[src/rtl/id_operand_stage.sv]
`default_nettype none
// ============================================================================
// Module   : id_operand_stage
// Brief    : ID pipeline register with register-file read, EXE/MEM/WB operand
//            forwarding, hazard stall and saturating stall-cycle counter.
// Revision : 1.0 - initial release
// ============================================================================
module id_operand_stage #(
    parameter int DATA_WIDTH      = 32,
    parameter int PC_WIDTH        = 32,
    parameter int STALL_CNT_WIDTH = 16
) (
    input  logic                       clk,
    input  logic                       reset,
    input  logic                       fs_to_ds_valid,
    input  logic [PC_WIDTH-1:0]        fs_pc,
    input  logic [4:0]                 fs_src1_addr,
    input  logic [4:0]                 fs_src2_addr,
    input  logic                       fs_src1_used,
    input  logic                       fs_src2_used,
    input  logic [4:0]                 fs_dest_addr,
    output logic                       ds_allowin,
    input  logic                       flush,
    output logic [4:0]                 rf_raddr1,
    output logic [4:0]                 rf_raddr2,
    input  logic [DATA_WIDTH-1:0]      rf_rdata1,
    input  logic [DATA_WIDTH-1:0]      rf_rdata2,
    input  logic [4:0]                 exe_waddr,
    input  logic [4:0]                 mem_waddr,
    input  logic [4:0]                 wb_waddr,
    input  logic [DATA_WIDTH-1:0]      exe_wdata,
    input  logic [DATA_WIDTH-1:0]      mem_wdata,
    input  logic [DATA_WIDTH-1:0]      wb_wdata,
    input  logic                       exe_dvalid,
    input  logic                       mem_dvalid,
    input  logic                       wb_dvalid,
    input  logic                       exe_wen,
    input  logic                       mem_wen,
    input  logic                       wb_wen,
    input  logic                       es_allowin,
    output logic                       ds_to_es_valid,
    output logic [PC_WIDTH-1:0]        ds_pc,
    output logic [DATA_WIDTH-1:0]      ds_src1_data,
    output logic [DATA_WIDTH-1:0]      ds_src2_data,
    output logic [4:0]                 ds_dest_addr,
    output logic [STALL_CNT_WIDTH-1:0] stall_cnt
);

    localparam logic [STALL_CNT_WIDTH-1:0] c_cnt_max = '1;
    localparam logic [STALL_CNT_WIDTH-1:0] c_cnt_one = {{(STALL_CNT_WIDTH-1){1'b0}}, 1'b1};

    logic                       r_ds_valid;
    logic [PC_WIDTH-1:0]        r_pc;
    logic [4:0]                 r_src1_addr;
    logic [4:0]                 r_src2_addr;
    logic                       r_src1_used;
    logic                       r_src2_used;
    logic [4:0]                 r_dest_addr;
    logic [STALL_CNT_WIDTH-1:0] r_stall_cnt;

    logic [4:0]            w_src_addr [2];
    logic                  w_src_used [2];
    logic [DATA_WIDTH-1:0] w_rf_data  [2];
    logic [DATA_WIDTH-1:0] w_src_data [2];
    logic                  w_src_haz  [2];
    logic                  w_hazard;
    logic                  w_ds_allowin;
    logic                  w_ds_to_es_valid;

    assign w_src_addr[0] = r_src1_addr;
    assign w_src_addr[1] = r_src2_addr;
    assign w_src_used[0] = r_src1_used;
    assign w_src_used[1] = r_src2_used;
    assign w_rf_data[0]  = rf_rdata1;
    assign w_rf_data[1]  = rf_rdata2;

    genvar gi;
    generate
        for (gi = 0; gi < 2; gi++) begin : g_src
            logic w_nonzero;
            logic w_exe_hit;
            logic w_mem_hit;
            logic w_wb_hit;

            assign w_nonzero = (w_src_addr[gi] != 5'd0);
            assign w_exe_hit = exe_wen && (exe_waddr == w_src_addr[gi]);
            assign w_mem_hit = mem_wen && (mem_waddr == w_src_addr[gi]);
            assign w_wb_hit  = wb_wen  && (wb_waddr  == w_src_addr[gi]);

            // Only the youngest matching stage counts; an older final value
            // must not hide a younger producer that is still pending.
            assign w_src_data[gi] = !w_nonzero ? '0        :
                                    w_exe_hit  ? exe_wdata :
                                    w_mem_hit  ? mem_wdata :
                                    w_wb_hit   ? wb_wdata  : w_rf_data[gi];

            assign w_src_haz[gi] = w_src_used[gi] && w_nonzero &&
                                   (w_exe_hit ? !exe_dvalid :
                                    w_mem_hit ? !mem_dvalid :
                                    w_wb_hit  ? !wb_dvalid  : 1'b0);
        end
    endgenerate

    assign w_hazard         = r_ds_valid && (w_src_haz[0] || w_src_haz[1]);
    assign w_ds_to_es_valid = r_ds_valid && !w_hazard;
    assign w_ds_allowin     = !r_ds_valid || (!w_hazard && es_allowin);

    always_ff @(posedge clk or posedge reset) begin
        if (reset) begin
            r_ds_valid  <= 1'b0;
            r_pc        <= '0;
            r_src1_addr <= '0;
            r_src2_addr <= '0;
            r_src1_used <= 1'b0;
            r_src2_used <= 1'b0;
            r_dest_addr <= '0;
            r_stall_cnt <= '0;
        end else begin
            if (flush) begin
                r_ds_valid <= 1'b0;
            end else if (fs_to_ds_valid && w_ds_allowin) begin
                r_ds_valid  <= 1'b1;
                r_pc        <= fs_pc;
                r_src1_addr <= fs_src1_addr;
                r_src2_addr <= fs_src2_addr;
                r_src1_used <= fs_src1_used;
                r_src2_used <= fs_src2_used;
                r_dest_addr <= fs_dest_addr;
            end else if (w_ds_to_es_valid && es_allowin) begin
                r_ds_valid <= 1'b0;
            end

            if (w_hazard && (r_stall_cnt != c_cnt_max)) begin
                r_stall_cnt <= r_stall_cnt + c_cnt_one;
            end
        end
    end

    assign ds_allowin     = w_ds_allowin;
    assign ds_to_es_valid = w_ds_to_es_valid;
    assign rf_raddr1      = r_src1_addr;
    assign rf_raddr2      = r_src2_addr;
    assign ds_pc          = r_pc;
    assign ds_src1_data   = w_src_data[0];
    assign ds_src2_data   = w_src_data[1];
    assign ds_dest_addr   = r_dest_addr;
    assign stall_cnt      = r_stall_cnt;

endmodule
`default_nettype wire
[config.mk]
export PLATFORM = sky130hd
export DESIGN_NAME = id_operand_stage
export DESIGN_NICKNAME = d
export VERILOG_FILES = /design/src/rtl/id_operand_stage.sv
export SDC_FILE = /design/constraint.sdc
export NUM_CORES = 1
export LEC_CHECK = 0
export BUFFER_PORTS_ARGS = -buffer_cell sky130_fd_sc_hd__buf_4
export CAP_MARGIN = 20
export CORE_AREA = 4 4 138 140
export DETAILED_ROUTE_END_ITERATION = 8
export DIE_AREA = 0 0 142 144
export GPL_ROUTABILITY_DRIVEN = 0
export GPL_TIMING_DRIVEN = 0
export PLACE_DENSITY = 0.64
export SETUP_SLACK_MARGIN = 0.5
export SLEW_MARGIN = 20
export SYNTH_ARGS = -nofsm -noshare
export SYNTH_HDL_FRONTEND = slang
export SYNTH_SLANG_ARGS = --single-unit
[constraint.sdc]
create_clock -name clk -period 2.39 [get_ports clk]
set_input_delay 0.478 -clock clk [delete_from_list [all_inputs] [get_ports clk]]
set_output_delay 0.478 -clock clk [all_outputs]
set_load 0.01 [all_outputs]
* Yosys cells after proc, flatten, opt, wreduce, memory -nomap -nowiden
Index checks and enable logic that the tools add are counted.
** Operators by class
- Reductions and logical operators :: 27
- Add/sub/neg operators :: 1
- Equal/unequal tests :: 7
- Bitwise gates (word level) :: 1
- Mux-type cells :: 17
** Operator list (count)
- 32-bit two-way mux :: 8
- 5-bit equality test :: 6
- 16-bit by 1-bit adder with 16-bit output, second input constant :: 1
- 1-bit logical AND :: 16
- 16-bit != test, second input constant :: 1
- 5-bit nonzero test :: 2
- 1-bit two-way mux :: 9
- 1-bit logical NOT :: 5
- 3-bit nonzero test :: 1
- 1-bit logical OR :: 2
- 2-bit AND reduction :: 1
- 1-bit NOT :: 1
** Storage, ports and cells
- Output and inout port bits :: 129
- Input bits :: 235
- Flip-flop bits (word level) :: 66
- Logic and storage cells :: 61

* Longest topological paths before layout
Gate-level depths: netlist of the first run.
- Depth in word-level cells :: 14
- Gate-level depth with buffers :: 10
- Mapped depth without buffers :: 7

* Worst setup path after synthesis of the first run
Ideal clock, no wire load.
- Path kind :: reg-to-reg
- From :: reg r_src2_addr[0], in the netlist rf_raddr2[0]
- To :: reg r_pc[0], in the netlist ds_pc[0]
- Data arrival time :: 2485 ps
- Cell stages (with the launch flop) :: 11
- Setup time :: 125 ps
- Data required time :: 2265 ps
- Path buffers :: 3
- Path slack :: -220 ps
- Path through :: dfrtp_1 buf_2 xor2_1 nor3_1 nand4_1 a221oi_2 o32ai_2 nor4b_4 buf_6 buf_8 mux2_4
** On the way
- Longest elaborated chain between the ends :: 13
- Elaborated cells between the ends (all ways) :: 19
- Those cells by class :: 3 x eq/ne; 3 x mux; 13 x reduce/logical
** Ends and longest elaborated chain
- start: declaration :: RTL line 55 : logic [4:0] r_src2_addr;
- start signal: assignment :: RTL line 125 : r_src2_addr <= fs_src2_addr;
- 5-bit equality test :: RTL line 88 : assign w_wb_hit = wb_wen && (wb_waddr == w_src_addr[gi]);
- 1-bit logical AND :: RTL line 88
- 1-bit two-way mux :: RTL line 100 : w_wb_hit ? !wb_dvalid : 1'b0);
- 1-bit two-way mux :: RTL line 99 : w_mem_hit ? !mem_dvalid :
- 1-bit two-way mux :: RTL line 98 : (w_exe_hit ? !exe_dvalid :
- 1-bit logical AND * :: RTL line 97 : assign w_src_haz[gi] = w_src_used[gi] && w_nonzero &&
- 1-bit logical OR * :: RTL line 104 : assign w_hazard = r_ds_valid && (w_src_haz[0] || w_src_haz[1]);
- 1-bit logical AND * :: RTL line 104
- 1-bit logical NOT * :: RTL line 106 : assign w_ds_allowin = !r_ds_valid || (!w_hazard && es_allowin);
- 1-bit logical AND * :: RTL line 106
- 1-bit logical OR * :: RTL line 106
- 1-bit logical AND * :: RTL line 121 : end else if (fs_to_ds_valid && w_ds_allowin) begin
- 2-bit AND reduction (no line) *
- end signal: assignment :: RTL line 123 : r_pc <= fs_pc;
- end: declaration :: RTL line 53 : logic [PC_WIDTH-1:0] r_pc;
Every way passes the cells marked *; elsewhere a longest branch is shown, timed or not.
A chain may end at the register's enable or synchronous reset.

* Worst setup path in the final report of the first run
- From :: reg r_src1_addr[2], in the netlist rf_raddr1[2]
- To :: out ds_src1_data[4]
** On the way
- Longest elaborated chain between the ends :: 6
- Elaborated cells between the ends (all ways) :: 11
- Those cells by class :: 3 x eq/ne; 4 x mux; 4 x reduce/logical
** Ends and longest elaborated chain
- start: declaration :: RTL line 54 : logic [4:0] r_src1_addr;
- start signal: assignment :: RTL line 124 : r_src1_addr <= fs_src1_addr;
- 5-bit equality test :: RTL line 88
- 1-bit logical AND :: RTL line 88
- 32-bit two-way mux :: RTL line 95 : w_wb_hit ? wb_wdata : w_rf_data[gi];
- 32-bit two-way mux :: RTL line 94 : w_mem_hit ? mem_wdata :
- 32-bit two-way mux :: RTL line 93 : w_exe_hit ? exe_wdata :
- 32-bit two-way mux * :: RTL line 92 : assign w_src_data[gi] = !w_nonzero ? '0 :
- end: declaration :: RTL line 43 : output logic [DATA_WIDTH-1:0] ds_src1_data,
Marks and branches as above.

==> results of run 1 <==
[final cells by class]
type	count	area (sq um)	share of cell area
plain buffers	50	726.9	0.06528
clock inverters	7	68.82	0.006180
multi-input cells	489	4554	0.4090
flip-flops and latches	66	1659	0.1490
diodes	1	2.502	0.0002247
well taps	229	286.5	0.02573
inverters	5	22.52	0.002022
repair buffers	429	3590	0.3224
clock buffers	9	225.2	0.02022
[state kept, by name, indices dropped and copies added, names as in the netlist]
name and count:
rf_raddr2 5, r_ds_valid 1, stall_cnt 16, ds_dest_addr 5
r_src2_used 1, ds_pc 32, rf_raddr1 5, r_src1_used 1
[through the flow]
step	setup TNS [ns]	cells	utilization	cell area, sq um	hold slack, ns
3_3_place_gp	-62.84	1202	0.4777	8522	0.4874
2_1_floorplan	-6.959	610	-	5510	0.4740
3_5_place_dp	-62.85	1204	0.4799	8562	0.4373
5_1_grt	-65.80	1285	0.6242	11140	0.09183
4_1_cts	-48.77	1269	0.5839	10420	0.08330
6_report	-48.10	1285	0.6242	11140	0.09068
[Yosys cell counts]
cell,instances
nor2_1,135
dfrtp_1,66
a211oi_1,64
a21oi_1,64
mux2i_1,64
mux2_2,40
clkbuf_1,32
xnor2_1,32
xor2_1,13
nand3_1,12
mux2_4,10
nand2_1,10
and3_1,9
nand4_1,9
nor3_1,9
buf_2,8
inv_1,5
buf_1,4
buf_4,3
a221oi_2,2
nor4_1,2
o22ai_1,2
a21o_1,1
and2_1,1
buf_6,1
buf_8,1
clkbuf_2,1
ha_1,1
nand3b_1,1
nor2b_1,1
nor4b_2,1
nor4b_4,1
o21ai_0,1
o311a_1,1
o32ai_1,1
o32ai_2,1
or4_1,1
[layout by cell type, fill, tap and decap left out, types with 7 or more instances in the layout]
cell	synthesis	routed
buf_4	3	392
nor2_1	135	107
dfrtp_1	66	60
a21oi_1	64	56
mux2_4	10	49
a211oi_2	0	42
mux2i_1	64	26
buf_6	1	25
xnor2_1	32	23
mux2i_4	0	21
clkbuf_16	0	21
nor2_2	0	18
buf_12	0	17
mux2i_2	0	17
a211oi_1	64	15
xor2_1	13	12
buf_8	1	10
nor2_4	0	10
and3_1	9	9
nand4_1	9	9
xnor2_2	0	8
clkbuf_2	1	8
a21oi_2	0	8
nand3_1	12	7
a211oi_4	0	7
[what timing repair did]
item	CTS	global route
gates cloned	9	5
pin swaps	25	54
setup buffers	40	10
endpoints found under the setup margin	132	132
gates resized for setup	216	130
[layer usage]
layer,GRT usage,up-vias,part of all wire
li1,-,3068,-
met1,0.2846,3202,0.36
met2,0.4298,373,0.51
met3,0.07110,61,0.093
met4,0.08182,0,0.033
met5,0,-,0
[how the worst min path moves through the flow]
stage,endpoint,slack [ns]
3_3_place_gp,stall_cnt[12]$_DFFE_PP0P_,0.49
6_report,r_src2_used$_DFFE_PP0P_,0.09
5_1_grt,r_src2_used$_DFFE_PP0P_,0.09
3_5_place_dp,ds_pc[9]$_DFFE_PP0P_,0.44
4_1_cts,ds_pc[9]$_DFFE_PP0P_,0.08
2_1_floorplan,r_src1_used$_DFFE_PP0P_,0.47
[critical path: cells and delay by family (launching register included)]
family                    cells  cell delay (ns)
xor gates and xnor gates      1             0.13
and+or+nand+nor               3             0.37
AOI/OAI and AO/OA             2             0.26
buffers and inverters         5             0.72
muxes                         1             0.22
DFF                           1             0.40
[power groups by stage]
stage	clock [mW]	sequential, mW	combinational, mW
floorplan	0	1.49	0.890
global placement	0	1.43	1.98
detailed placement	0	1.44	2.00
CTS	1.32	1.42	2.46
global route	1.38	1.45	2.79
finish	1.30	1.42	2.62
[logic make-up (layout without fill, tap and decap cells)]
family          Yosys count  in the layout  share of synthesized area
simple gates            192            192                     0.1593
compound gates          137            137                     0.1688
mux                     114            114                     0.2351
flops                    66             66                     0.3129
buf+inv                  55            500                    0.04693
xor+xnor                 45             45                    0.07466
fa+ha+maj                 1              1                   0.002370
other cells               0              1                          0
==> impl_metrics.env, run 1 <==
export IMPL_status="finished, violations left"
export IMPL_violations="setup timing"
export IMPL_cts_sinks=66
export IMPL_synthDistinctLibCells=37
export IMPL_first_iter_violations=291
export IMPL_port_buffers=363
export IMPL_cpPeakStageDelay_ns=0.40
export IMPL_slowest_stage="dfrtp_1"
export IMPL_grt_pass1_vias=6772
export IMPL_worst_slew_pin_slew_ns=0.5514
export IMPL_n_fill_cell=1426
export IMPL_die_y_um=144
export IMPL_clock_latency_ns=0.33
export IMPL_p_clk_frac=0.244
export IMPL_synthCells=610
export IMPL_die_x_um=142
export IMPL_ys_ff_latch=66
export IMPL_worstSetupEndpoint="ds_src1_data[4]"
export IMPL_cp_max_fo=6
export IMPL_wire_per_inst_um=21.31
export IMPL_worstSetupPathType="flop to output port"
export IMPL_clock_skew_ns=0.01085
export IMPL_htree_levels=3
export IMPL_worstReg2RegEnd="ds_dest_addr[0]$_DFFE_PP0P_"
export IMPL_syn_to_final_growth_pct=111.0
export IMPL_peakVddDrop_mv=0.5462
export IMPL_routed_via_density=5.217
export IMPL_crit_required_ns=1.91
export IMPL_cts_tree="done"
export IMPL_clk_pin_slew_ns=0.06
export IMPL_switching_power_mw=1.755
export IMPL_path_cells="buf_6, xnor2_2, nand2_2, nor3_4, buf_12, buf_8, buf_16, mux2i_2, a211oi_2, a21oi_1, nor2_1, buf_4"
export IMPL_startpoint_type="flop"
export IMPL_pre_cts_ws_ns=-0.7413
export IMPL_p_total_mw=5.348
export IMPL_power_density_cell_area_nw_per_um2=480.2
export IMPL_cts_buffers_inserted=9
export IMPL_ctsLongestPathBuffers=2
export IMPL_worstHoldPathType="primary input to asynchronous set/reset pin"
export IMPL_drc_errors=0
export IMPL_antenna_found_initial=1
export IMPL_drt_wl_total_mm=27.39
export IMPL_reg2reg_depth=12
export IMPL_drtPass1Iterations=7
export IMPL_hold_viol=0
export IMPL_place_hpwl_mm=19.47
export IMPL_synth_area_top_cells="dfrtp_1 31%, mux2i_1 12%, nor2_1 9.6%"
export IMPL_ios=364
export IMPL_postRouteAntennaNets=0
export IMPL_synth_top_area_frac=0.3129
export IMPL_critPathArrivalTime_ns=2.43
export IMPL_intPower_mw=3.593
export IMPL_maxSlewHeadroom=0.6324
export IMPL_final_nets=1286
export IMPL_yosys_warnings=0
export IMPL_swShare=0.3281
export IMPL_power_frac_seq=0.266
export IMPL_timing_fmax_mhz=343.7
export IMPL_synth_area_sq_um=5279
export IMPL_core_sq_um=17840
export IMPL_grt_max_degree=34
export IMPL_synthesis_nets=846
export IMPL_drv_cap=0
export IMPL_min_period_ns=2.909
export IMPL_layout_setup_ws_ns=-0.5193
export IMPL_r2r_setup_slack_ns=-0.47
export IMPL_grt_pass1_wl_mm=38.90
export IMPL_crit_path_end_kind="output port"
export IMPL_fp_dieArea_sq_um=20450
export IMPL_clock_root_buffer="clkbuf_16"
export IMPL_ys_seq_area_frac=0.3129
export IMPL_p_comb_frac=0.490
export IMPL_finalSetupViolCount=118
export IMPL_ctsHoldBuffers=0
export IMPL_leakage_nw=5.087
export IMPL_timing_final_crit_share=1.217
export IMPL_overflow=0
export IMPL_rr_startpoint="rf_raddr2[1]$_DFFE_PP0P_"
export IMPL_initial_core_util=0.2959
export IMPL_yosysTopAreaCell="dfrtp_1"
export IMPL_critPathLaunch="rf_raddr1[2]$_DFFE_PP0P_"
export IMPL_grt_use_total=0.2440
export IMPL_synth_area_per_cell_sq_um=8.654
export IMPL_rsz0062_at_grt="yes"
export IMPL_drive_above_1_share=0.6701
export IMPL_fp_row_count=49
export IMPL_finalMaxSlewViolations=0
export IMPL_num_vias=6704
Power figures use the tool's default switching activity.
==> inputs of run 2 (changes only) <==
--- a/constraint.sdc
+++ b/constraint.sdc
@@ -3,2 +3,2 @@
 set_output_delay 0.478 -clock clk [all_outputs]
-set_load 0.01 [all_outputs]
+set_load 0.02 [all_outputs]
==> impl_metrics.env, run 2 (same netlist as run 1, synthesis figures left out) <==
export IMPL_place_hpwl_mm=19.69
export IMPL_grt_use_met2=0.4534
export IMPL_fp_row_count=49
export IMPL_drtPass1Iterations=7
export IMPL_worstSetupPathType="flop to flop"
export IMPL_grt_pass1_vias=6956
export IMPL_met3_usage=0.06746
export IMPL_die_y_um=144
export IMPL_drc_errors=0
export IMPL_clk_pin_slew_ns=0.06
export IMPL_post_route_util=0.6691
export IMPL_most_common_layout_cells="353 x buf_4, 94 x nor2_2, 67 x buf_6"
export IMPL_ctsLongestPathBuffers=2
export IMPL_htree_levels=3
export IMPL_first_iter_violations=228
export IMPL_crit_required_ns=2.60
export IMPL_grt_use_total=0.2457
export IMPL_cp_max_fo=5
export IMPL_routed_via_density=5.306
export IMPL_r2r_setup_slack_ns=-0.57
export IMPL_wire_per_inst_um=21.70
export IMPL_overflow=0
export IMPL_finalMaxSlewViolations=0
export IMPL_startpoint_type="flop"
export IMPL_power_density_cell_area_nw_per_um2=523.9
export IMPL_status="finished, violations left"
export IMPL_grt_max_degree=31
export IMPL_grtUsageMet1=0.2760
export IMPL_path_cells="xor2_1, nor3_2, nand4_1, buf_6, a221oi_4, o32ai_4, nor4b_4, buf_6, buf_12, buf_8, mux2_4"
export IMPL_violations="setup timing"
export IMPL_syn_to_final_growth_pct=126.1
export IMPL_layout_commonest_cell="buf_4"
export IMPL_postRouteAntennaNets=0
export IMPL_fp_dieArea_sq_um=20450
export IMPL_hold_viol=0
export IMPL_rr_startpoint="rf_raddr2[1]$_DFFE_PP0P_"
export IMPL_peakVddDrop_mv=0.8068
export IMPL_worstReg2RegEnd="rf_raddr2[4]$_DFFE_PP0P_"
export IMPL_min_period_ns=2.963
export IMPL_cts_tree="done"
export IMPL_clock_skew_ns=0.008511
export IMPL_critPathArrivalTime_ns=3.17
export IMPL_worst_hold_slack_ns=0.1270
export IMPL_reg2reg_depth=11
export IMPL_rsz0062_at_grt="yes"
export IMPL_worstHoldPathType="primary input to asynchronous set/reset pin"
export IMPL_slowest_stage="dfrtp_2"
export IMPL_antenna_cells=0
export IMPL_layout_setup_ws_ns=-0.5734
export IMPL_grt_pass1_wl_mm=39.36
export IMPL_ios=364
export IMPL_drive_above_1_share=0.7819
export IMPL_critPathLaunch="rf_raddr2[1]$_DFFE_PP0P_"
export IMPL_finalSetupViolCount=126
export IMPL_worst_slew_pin_slew_ns=0.6344
export IMPL_drv_cap=0
export IMPL_cts_buffers_inserted=9
export IMPL_clock_latency_ns=0.33
export IMPL_core_sq_um=17840
export IMPL_timing_fmax_mhz=337.5
export IMPL_crit_path_end_kind="flop"
export IMPL_maxSlewHeadroom=0.5755
export IMPL_cts_sinks=66
export IMPL_drt_wl_total_mm=27.95
export IMPL_antenna_found_initial=1
export IMPL_top_usage_layer="met2"
export IMPL_port_buffers=363
export IMPL_largest_reg_flops=32
export IMPL_clock_root_buffer="clkbuf_16"
export IMPL_timing_final_crit_share=1.240
export IMPL_cpPeakStageDelay_ns=0.46
export IMPL_final_nets=1290
export IMPL_cp_common_cell="buf_6"
export IMPL_leakage_nw=5.287
export IMPL_die_x_um=142
export IMPL_initial_core_util=0.2959
export IMPL_num_vias=6834
-- run 2: cell count changes in the layout (fill, tap and decap cells not counted), moves of 5 or more --
cell / change
a211oi_2: -13
a211oi_4: +10
a21oi_1: -24
a21oi_2: +24
buf_4: -39
buf_6: +42
clkbuf_2: -6
clkbuf_4: +6
nor2_1: -72
nor2_2: +76
xnor2_1: -5
xnor2_2: +5
-- run 2: critical path, delay by kind of cell, from the launching register on --
kind            cells  cell delay [ns]
buf+inv             4             0.58
compound gates      2             0.55
mux                 1             0.30
flops               1             0.46
xor+xnor            1             0.18
simple gates        3             0.77
-- run 2: report_power, final --
| group | total, mW | internal (mW) | leakage (nW) | switching, mW |
|---|---|---|---|---|
| Clock | 1.64 | 1.16 | 0.179 | 0.487 |
| Sequential | 1.45 | 1.29 | 0.802 | 0.159 |
| Combinational | 3.16 | 1.68 | 4.31 | 1.49 |
-- run 2: final cells by class --
type,count,area [sq um]
sequential,66,1663
buffer,50,733.2
clock buffer,10,239.0
tap,229,286.5
clock inverter,6,136.4
multi-input combinational,489,5041
inverter,5,22.52
timing repair buffer,433,3815
fill,1367,5904
-- run 2: through the flow --
step                cells  power, mW  worst slack [ns]  TNS [ns]  instance area (sq um)
floorplan             610      2.682           -0.2423    -8.529                   5619
global placement     1202      3.749           -0.7972    -65.23                   8631
detailed placement   1204      3.777           -0.8000    -65.95                   8678
CTS                  1271      5.875           -0.4846    -48.64                  10600
global route         1288      6.527           -0.7047    -72.45                  11940
finish               1288      6.253           -0.5734    -57.22                  11940
-- run 2: worst max path at each step --
stage	endpoint	slack, ns	cells after the start
after global placement	ds_pc[3]$_DFFE_PP0P_	-0.80	10
final	rf_raddr2[4]$_DFFE_PP0P_	-0.57	11
after CTS	ds_src2_data[21]	-0.48	10
after detailed placement	ds_pc[5]$_DFFE_PP0P_	-0.80	10
after global routing	ds_pc[28]$_DFFE_PP0P_	-0.70	11
after floorplan	ds_pc[0]$_DFFE_PP0P_	-0.24	10
-- run 2: repair_timing --
action,in CTS,in global routing
hold buffers,0,0
setup endpoints to repair,132,132
pin swaps,26,59
gates resized for setup,216,265
cloned,10,3
setup buffers,41,14
-- run 2: per-layer routing --
metal | wire length (um) | share of wire | vias to the layer above
li1 | - | - | 3074
met1 | 9866 | 0.35 | 3315
met2 | 14570 | 0.52 | 372
met3 | 2533 | 0.091 | 71
met4 | 972 | 0.035 | 2
met5 | 13 | 0.00047 | -
==> inputs of run 3 (changes only) <==
Settings changed: TNS_END_PERCENT set to 30.
==> impl_metrics.env, run 3 (same netlist as run 1, synthesis figures left out) <==
export IMPL_status="finished, violations left"
export IMPL_violations="setup timing"
export IMPL_layout_commonest_cell="buf_4"
export IMPL_worstReg2RegEnd="ds_pc[1]$_DFFE_PP0P_"
export IMPL_clock_latency_ns=0.33
export IMPL_startpoint_type="flop"
export IMPL_grt_pass1_vias=6905
export IMPL_drtPass1Iterations=6
export IMPL_layout_setup_ws_ns=-0.5246
export IMPL_crit_required_ns=1.91
export IMPL_worst_slew_pin_slew_ns=0.5085
export IMPL_num_vias=6743
export IMPL_timing_final_crit_share=1.220
export IMPL_n_fill_cell=1414
export IMPL_overflow=0
export IMPL_timing_fmax_mhz=343.1
export IMPL_htree_levels=3
export IMPL_dpl_cell_count=1203
export IMPL_reg2reg_depth=11
export IMPL_clock_root_buffer="clkbuf_16"
export IMPL_core_sq_um=17840
export IMPL_cts_tree="done"
export IMPL_ctsHoldBuffers=0
export IMPL_hold_viol=0
export IMPL_rsz0062_at_grt="yes"
export IMPL_postRouteAntennaNets=0
export IMPL_initial_core_util=0.2959
export IMPL_instances_no_fill=1280
export IMPL_grt_pass1_wl_mm=38.96
export IMPL_critPathArrivalTime_ns=2.44
export IMPL_syn_to_final_growth_pct=118.3
export IMPL_drive_above_1_share=0.7412
export IMPL_clk_pin_slew_ns=0.06
export IMPL_place_hpwl_mm=19.96
export IMPL_die_y_um=144
export IMPL_grt_use_total=0.2432
export IMPL_first_iter_violations=263
export IMPL_seq_area_sq_um=1663
export IMPL_crit_path_end_kind="output port"
export IMPL_drt_wl_total_mm=28.44
export IMPL_drv_cap=0
export IMPL_cp_max_fo=10
export IMPL_die_x_um=142
export IMPL_multiInputGateArea_sq_um=4705
export IMPL_worstSetupPathType="flop to output port"
export IMPL_antenna_found_initial=2
export IMPL_grt_max_degree=45
export IMPL_fp_dieArea_sq_um=20450
export IMPL_leakage_nw=5.089
export IMPL_routed_via_density=5.268
export IMPL_final_nets=1282
export IMPL_fp_row_count=49
export IMPL_min_period_ns=2.915
export IMPL_power_density_cell_area_nw_per_um2=508.1
export IMPL_cts_buffers_inserted=9
export IMPL_worstHoldPathType="primary input to asynchronous set/reset pin"
export IMPL_clock_skew_ns=0.007390
export IMPL_ios=364
export IMPL_drc_errors=0
export IMPL_maxSlewHeadroom=0.6598
export IMPL_rr_startpoint="rf_raddr2[0]$_DFFE_PP0P_"
export IMPL_wire_per_inst_um=22.21
export IMPL_largest_reg_flops=32
export IMPL_finalSetupViolCount=122
export IMPL_cts_sinks=66
export IMPL_peakVddDrop_mv=0.5425
export IMPL_most_common_layout_cells="336 x buf_4, 77 x nor2_2, 73 x buf_6"
export IMPL_ctsLongestPathBuffers=2
export IMPL_r2r_setup_slack_ns=-0.48
export IMPL_antenna_cells=0
export IMPL_p_total_mw=5.856
export IMPL_finalMaxSlewViolations=0
export IMPL_port_buffers=363
run 3: cell types whose count changed in the layout (fill, tap and decap cells not counted), moves of 7 or more:
| cell | previous run | this run |
|---|---|---|
| buf_4 | 353 | 336 |
| nor2_2 | 94 | 77 |
| mux2_2 | 0 | 15 |
| mux2_4 | 50 | 35 |
| mux2i_1 | 22 | 35 |
| a211oi_2 | 29 | 40 |
| clkbuf_16 | 17 | 27 |
| clkbuf_8 | 3 | 13 |
| nor2_1 | 35 | 45 |
| mux2i_4 | 23 | 14 |
| nor2_4 | 6 | 13 |
run 3: stage by stage:
stage / setup WS (ns) / hold slack (ns) / TNS [ns] / area (sq um) / util
floorplan: -0.2423 / 0.4740 / -8.560 / 5604 / -
global placement: -0.8591 / 0.4915 / -112.04 / 8616 / 0.4829
detailed placement: -0.7716 / 0.4708 / -70.37 / 8646 / 0.4846
CTS: -0.5172 / 0.1214 / -49.69 / 10470 / 0.5868
global route: -0.6444 / 0.1339 / -65.94 / 11530 / 0.6460
finish: -0.5246 / 0.1118 / -50.82 / 11530 / 0.6460
run 3: worst max-delay path: stages (launching register included):
cell	delay, ns
dfrtp_2	0.41
buf_6	0.14
xor2_2	0.14
nor3_2	0.19
nand4_1	0.12
buf_6	0.16
buf_12	0.15
buf_12	0.15
a211oi_2	0.29
a21oi_1	0.09
nor2_2	0.12
buf_6	0.13
run 3: final cells by class:
class,instances,area share
Sequential cell,66,0.1443
Tap cell,229,0.02486
Timing Repair Buffer,425,0.3232
Multi-Input combinational cell,489,0.4082
Clock inverter,5,0.005211
Buffer,50,0.07056
Inverter,5,0.001845
Clock buffer,11,0.02193
run 3: where the power goes:
part | leakage (nW) | switching, mW | internal [mW]
logic | 4.14 | 1.44 | 1.60
registers | 0.802 | 0.147 | 1.29
clock network | 0.153 | 0.502 | 0.870
run 3: per-layer routing:
layer,wire (um),part of all wire,track usage,up-vias
met2,14720,0.52,0.4393,351
met3,2691,0.095,0.07738,77
met4,994,0.035,0.08838,4
met1,10010,0.35,0.2681,3252
li1,-,-,-,3059
met5,28,0.00098,0,-
run 3: worst max-delay path by stage:
stage                              from                  endpoint  slack, ns  depth (start not counted)
3_5_place_dp               mem_waddr[1]      ds_pc[4]$_DFFE_PP0P_      -0.77                         10
2_1_floorplan  rf_raddr2[0]$_DFFE_PP0P_      ds_pc[0]$_DFFE_PP0P_      -0.24                         10
3_3_place_gp                      reset  rf_raddr2[0]$_DFFE_PP0P_      -0.86                          2
6_report       rf_raddr2[0]$_DFFE_PP0P_          ds_src2_data[26]      -0.52                         11
4_1_cts        rf_raddr2[0]$_DFFE_PP0P_                ds_allowin      -0.52                          9
5_1_grt        rf_raddr1[0]$_DFFE_PP0P_           ds_src1_data[7]      -0.64                         10
run 3: repair_timing:
item / CTS / global route
pin swaps: 33 / 55
gates cloned: 10 / 7
resized for setup: 223 / 194
endpoints found under the setup margin: 132 / 132
setup buffers: 34 / 10
